--- config.mk ---
export PLATFORM = sky130hd
export DESIGN_NAME = stream_merge_4to1
export DESIGN_NICKNAME = d
export VERILOG_FILES = /design/src/rtl/stream_merge_4to1.sv
export SDC_FILE = /design/constraint.sdc
export NUM_CORES = 1
export LEC_CHECK = 0
export CAP_MARGIN = 20
export CORE_MARGIN = 10
export CORE_UTILIZATION = 30
export CTS_BUF_LIST = sky130_fd_sc_hd__clkbuf_4
export DETAILED_ROUTE_END_ITERATION = 8
export PLACE_DENSITY = 0.72
export SYNTH_ARGS = -nofsm -noshare
export SYNTH_HDL_FRONTEND = slang
export SYNTH_SLANG_ARGS = --single-unit
--- constraint.sdc ---
create_clock -name clk -period 3.1 [get_ports clk]
set_clock_uncertainty 0.05 [all_clocks]
set_input_delay 0.31 -clock clk [delete_from_list [all_inputs] [get_ports clk]]
set_output_delay 0.31 -clock clk [all_outputs]
set_load 0.05 [all_outputs]
--- src/rtl/stream_merge_4to1.sv ---
// stream_merge_4to1: four valid/ready input streams merged onto one
// registered valid/ready output with per-beat round-robin arbitration.
//
// Ports:
//   clk, rst            clock, synchronous active-high reset
//   ctrl_wr_en/_data    write strobe and value for the input enable mask
//   in_data_N           input stream data (N = 0..3)
//   in_valid_N          input N presents a beat
//   in_ready_N          input N beat accepted this cycle (combinational)
//   out_data/out_src    registered merged beat and its source index
//   out_valid/out_ready output handshake
//   enable_mask         current enable mask (registered)
module stream_merge_4to1 #(
   parameter int DATA_WIDTH = 32
) (
   input  logic                  clk,
   input  logic                  rst,
   input  logic                  ctrl_wr_en,
   input  logic [3:0]            ctrl_wr_data,
   input  logic [DATA_WIDTH-1:0] in_data_0,
   input  logic [DATA_WIDTH-1:0] in_data_1,
   input  logic [DATA_WIDTH-1:0] in_data_2,
   input  logic [DATA_WIDTH-1:0] in_data_3,
   input  logic                  in_valid_0,
   input  logic                  in_valid_1,
   input  logic                  in_valid_2,
   input  logic                  in_valid_3,
   output logic                  in_ready_0,
   output logic                  in_ready_1,
   output logic                  in_ready_2,
   output logic                  in_ready_3,
   output logic [DATA_WIDTH-1:0] out_data,
   output logic [1:0]            out_src,
   output logic                  out_valid,
   input  logic                  out_ready,
   output logic [3:0]            enable_mask
);

   logic [3:0]            req;
   logic [3:0]            grant;
   logic [1:0]            gidx;
   logic                  found;
   logic [1:0]            rr_ptr;
   logic                  load;
   logic                  xfer;
   logic [DATA_WIDTH-1:0] sel_data;
   logic [1:0]            idx;

   assign load = !out_valid | out_ready;

   assign req = {in_valid_3, in_valid_2, in_valid_1, in_valid_0}
              & enable_mask;

   // First requester at or after rr_ptr, wrapping modulo 4.
   always_comb begin
      grant = 4'b0000;
      gidx  = 2'd0;
      found = 1'b0;
      idx   = 2'd0;
      for (int k = 0; k < 4; k++) begin
         idx = rr_ptr + 2'(k);
         if (!found && req[idx]) begin
            found       = 1'b1;
            gidx        = idx;
            grant[idx]  = 1'b1;
         end
      end
   end

   assign xfer = found & load & !rst;

   assign in_ready_0 = load & grant[0] & !rst;
   assign in_ready_1 = load & grant[1] & !rst;
   assign in_ready_2 = load & grant[2] & !rst;
   assign in_ready_3 = load & grant[3] & !rst;

   always_comb begin
      sel_data = in_data_0;
      unique case (gidx)
         2'd0: sel_data = in_data_0;
         2'd1: sel_data = in_data_1;
         2'd2: sel_data = in_data_2;
         2'd3: sel_data = in_data_3;
      endcase
   end

   always_ff @(posedge clk) begin
      if (rst) begin
         out_valid   <= 1'b0;
         out_data    <= '0;
         out_src     <= 2'd0;
         rr_ptr      <= 2'd0;
         enable_mask <= 4'b1111;
      end else begin
         if (ctrl_wr_en)
            enable_mask <= ctrl_wr_data;
         if (xfer) begin
            out_data  <= sel_data;
            out_src   <= gidx;
            out_valid <= 1'b1;
            rr_ptr    <= gidx + 2'd1;
         end else if (out_ready) begin
            // Draining with nothing new to load: empty the register,
            // leaving data and source as they were.
            out_valid <= 1'b0;
         end
      end
   end

endmodule

-- After elaboration in Yosys (flattened, before gate mapping)
Cells that the tools add are included.
W data, S select, Z words.
- bits in registers: 41
- latch bits: 0
- memory bits (writable): 0
- ROM bits: 0
- bits of input ports: 140
- output and inout bits: 43
- logic and storage cells: 80
- memories: 0
- $add $sub $neg: 4
- $mul: 0
- divide/modulo/power cells: 0
- order comparisons: 8
- equality and inequality tests: 3
- shift-type cells: 0
- muxes and demuxes: 31
- bitwise logic cells: 15
- reductions and logical operators: 14
- operator list (operator ; count):
    $pmux W32 S4 ; 1
    $mux W4 ; 4
    $mux W1 ; 14
    $lt A2 B3 Y1 const B ; 4
    $or A4 B4 Y4 ; 3
    $and A1 B1 Y1 ; 10
    $bmux W1 S2 ; 4
    $demux W1 S2 ; 4
    $ge A2 B1 Y1 const B ; 4
    $mux W2 ; 4
    $logic_and A1 B1 Y1 ; 7
    $logic_not A1 Y1 ; 5
    $add A2 B1 Y2 const B ; 2
    $add A2 B2 Y2 const B ; 2
    $and A4 B4 Y4 ; 1
    $eq A2 B2 Y1 const B ; 2
    $eq A2 B1 Y1 const B ; 1
    $logic_not A2 Y1 ; 1
    $reduce_bool A2 Y1 ; 1
    $or A1 B1 Y1 ; 1

-- Depth between registers and ports, before layout
- depth after elaboration: 16
- mapped depth: 15
- gate-level depth less buffers: 12

-- Least setup slack after synthesis
Ideal clock, no wire load.
- path type: register to register
- start: register rr_ptr[0]
- end: register out_data[23]
- setup time: 0.132 ns
- data arrival time: 3.054 ns
- data required time: 2.918 ns
- path slack: -0.137 ns
- cell stages (with the launch flop): 13
- path buffers: 1
- period minus slack after synthesis: 3.237 ns
- cell sequence: dfxtp_1 -> inv_1 -> ha_1 -> mux4_2 -> a21o_1 -> o21ai_1 -> o21ai_0 -> ha_1 -> clkbuf_1 -> a222oi_1 -> o21ai_0 -> nand2_1 -> a21oi_1
- cells in the longest elaborated chain, start to end: 14
- elaborated cells on any way between the ends: 32
- those cells by class: add/sub (3); eq/ne (3); mux (17); bitwise (2); reduce/logical (7)
- ends and longest elaborated chain (element ; RTL line ; source):
    start: declaration ; 43 ; logic [1:0] rr_ptr;
    start signal: assignment ; 101 ; rr_ptr <= gidx + 2'd1;
    parallel branches: the longest is 14 deep, another holds $add A2 B1 Y2 ; n/a ;
    end signal: assignment ; 98 ; out_data <= sel_data;
    end: declaration ; 32 ; output logic [DATA_WIDTH-1:0] out_data,
Parallel ways; which one is timed is not known. The select of a mux whose other input is x is not followed.
A chain may end at the register's enable or synchronous reset.

-- Worst setup path after layout
- start: register rr_ptr[1]
- end: register out_data[14]
The elaborated chain is that of the path after synthesis.

==> reports/results.tsv <==
metric	value	unit
outcome	finished clean	
period_minus_slack	2.97	ns
cts_buffers	5	
power_density	886	nW/um^2
wl_per_cell	18.4	um
ant_nets	0	
critPathArrivalTime	3.17	ns
hold_buffers	0	
via_per_inst	5.33	
cts_tree	yes	
grt_pass1_vias	3659	
path_max_fanout	15	
drv_slew	0	
worst_path_largest_cell_delay	0.53	ns
dp_hpwl	10000	um
rows	34	
die_w	115	um
post_dp_cell_area	4860	um^2
route.vias.total	3596	
cap_violations	0	
synthesis.nets	519	
post-route-util	57.6	%
clkLatencyLatePin	0.36	ns
grt_antenna_before_repair	0	
core_area	8760	um^2
start_util	31.1	%
syn_area	2720	um^2
drtIter0Drc	248	
cts_root_buffer	clkbuf_4	
netlist_instances	367	
die_area	13300	um^2
multi_input_area	1840	um^2
grt_pass1_wl	18800	um
io_buffer_count	182	
area_growth	85.4	%
synth_top_area_cell	dfxtp_1	
cp.buffers_inverters	2	
cp_cell_sequence	inv_1 > ha_4 > mux4_2 > a21o_1 > o21ai_2 > o21ai_1 > ha_4 > buf_4 > a222oi_1 > o21ai_0 > nand2_1 > a21oi_1	
setup_viol	0	
stdcell_area	5050	um^2
cp_top_family	compound AO/OA/AOI/OAI gates	
seq_area	825	um^2
htree_levels	2	
fin_nets	718	
drive_gt1_share	13.9	%
globalplace.congestion	0.852	
ios	183	
p_leak	1.89	nW
setup_tns	0	ns
die_h	115	um
required	3.30	ns
clk_pin_slew	0.15	ns
hp-class	reg -> reg	
synth_warnings	0	
clock_tree.buffer_depth	2	
finalHoldViolations	0	
dr.pass1.iters	8	
rr_startpoint	rr_ptr[1]	
syn_avg_cell_area	7.42	um^2
tightestPinTransition	0.569	ns
yosys.area.top_type_share	30.1	%
hp-start	out_data[3]	
yosys-top-cells-area	dfxtp_1 30%, nand2_1 15%, a222oi_1 12%, a21oi_1 7.9%, o21ai_0 7.0%	
synth_seq_cells	41	
seq_area_frac_synth	30.1	%
dp.cells	663	
drc_errors	0	
fin_ws	0.129	ns
critPathSlowestCell	mux4_2	
cp-start-kind	register	
vdd_drop_max	0.340	mV
fmax	337	MHz
n_antenna_cell	0	
drt_wl_total	12400	um
grt_use_total	17.3	%
cpMostUsedCell	ha_4	
grt_max_degree	35	
post-route-period-util	95.8	%
cts.sinks	41	
crit_path_start	rr_ptr[1]	
final_cells	675	
gr-total-overflow	0	
pre_cts_slack	-0.311	ns
fillCellCount	802	
endpoint_kind	register	
synth_cell_type_count	37	
critPathKind	reg -> reg	
maxSlewHeadroom	61.9	%
## Yosys cell counts
| library cell | number |
|---|---|
| nand2_1 | 111 |
| a21oi_1 | 43 |
| dfxtp_1 | 41 |
| o21ai_0 | 38 |
| a222oi_1 | 33 |
| clkbuf_1 | 23 |
| ha_1 | 12 |
| nand3_1 | 8 |
| buf_2 | 6 |
| nor2_1 | 5 |
| nor3_1 | 5 |
| a221o_1 | 4 |
| mux2i_1 | 4 |
| and2_1 | 3 |
| inv_1 | 3 |
| mux4_2 | 3 |
| o31ai_1 | 3 |
| and4_1 | 2 |
| o2111ai_1 | 2 |
| a211oi_1 | 1 |
| a21bo_2 | 1 |
| a21o_1 | 1 |
| a221oi_1 | 1 |
| and2_4 | 1 |
| and2b_2 | 1 |
| buf_1 | 1 |
| buf_6 | 1 |
| clkinv_1 | 1 |
| mux4_1 | 1 |
| nand2b_1 | 1 |
| nand4_1 | 1 |
| nor4_1 | 1 |
| nor4_4 | 1 |
| o21a_1 | 1 |
| o21ai_1 | 1 |
| o311ai_1 | 1 |
| or2_2 | 1 |
## final timing paths
check | depth (start not counted) | slack, ns | endpoint
setup / recovery | 12 | 0.13 | out_data[14]
hold / removal | 2 | 0.41 | out_data[3]
setup reg to reg | 12 | 0.13 | out_data[14]
hold reg to reg | 2 | 0.41 | out_data[3]
## cell usage in the layout (no fill, tap or decap), drive strengths merged, types with 5 or more instances in the layout
cell / n
buf: 45
clkbuf: 5
nor3: 5
nand2: 111
ha: 12
o21ai: 39
nand3: 8
clkdlybuf4s50: 178
a21oi: 43
a222oi: 33
dfxtp: 41
nor2: 5
## per-layer routing
layer | GRT usage [%] | vias to the layer above | part of all wire (%)
met5 | 0 | - | 0
met4 | 4.46 | 0 | 1.7
met3 | 7.24 | 14 | 9.9
met2 | 30.2 | 150 | 51
met1 | 18.8 | 1674 | 37
li1 | - | 1758 | -
## cells by family after synthesis
| logic type | synth area share (%) |
|---|---|
| adders and majority gates | 5.51 |
| DFF | 30.1 |
| muxes | 4.92 |
| and+or+nand+nor | 22.1 |
| buffers and inverters | 5.38 |
| AOI/OAI and AO/OA | 32.0 |
## report_power, final
group          internal (mW)  switching (mW)
registers              0.682          0.0802
logic                   1.48            1.94
clock network         0.0927           0.194
total                   2.26            2.22
## sequential cells by signal, summed over array words and instances (netlist names)
name         cells
out_src          2
out_valid        1
rr_ptr           2
enable_mask      4
out_data        32
## final cells by class
| cell class | count | share of cell area, % |
|---|---|---|
| repair buffers | 223 | 43.0 |
| inverters | 4 | 0.297 |
| clock buffers | 5 | 0.744 |
| flip-flops and latches | 41 | 16.3 |
| clock inverters | 3 | 0.496 |
| well taps | 108 | 2.68 |
| multi-input cells | 291 | 36.5 |
## worst register-to-register path, stage by stage, from the launching register on
cell	delay (ns)
dfxtp_2	0.34
inv_1	0.07
ha_4	0.29
mux4_2	0.53
a21o_1	0.20
o21ai_2	0.18
o21ai_1	0.14
ha_4	0.21
buf_4	0.19
a222oi_1	0.38
o21ai_0	0.17
nand2_1	0.09
a21oi_1	0.07
## repair_timing
action,CTS,global route
setup endpoints to repair,7,31
buffers inserted,0,4
pin swaps,1,7
resized for setup,4,16
## through the flow
step / hold slack [ns] / total power, mW
final: 0.408 / 4.47
after global routing: 0.431 / 4.83
after CTS: 0.411 / 4.30
after detailed placement: 0.393 / 3.99
after global placement: 0.387 / 3.95
after floorplan: 0.388 / 2.75
Power figures use the tool's default switching activity.
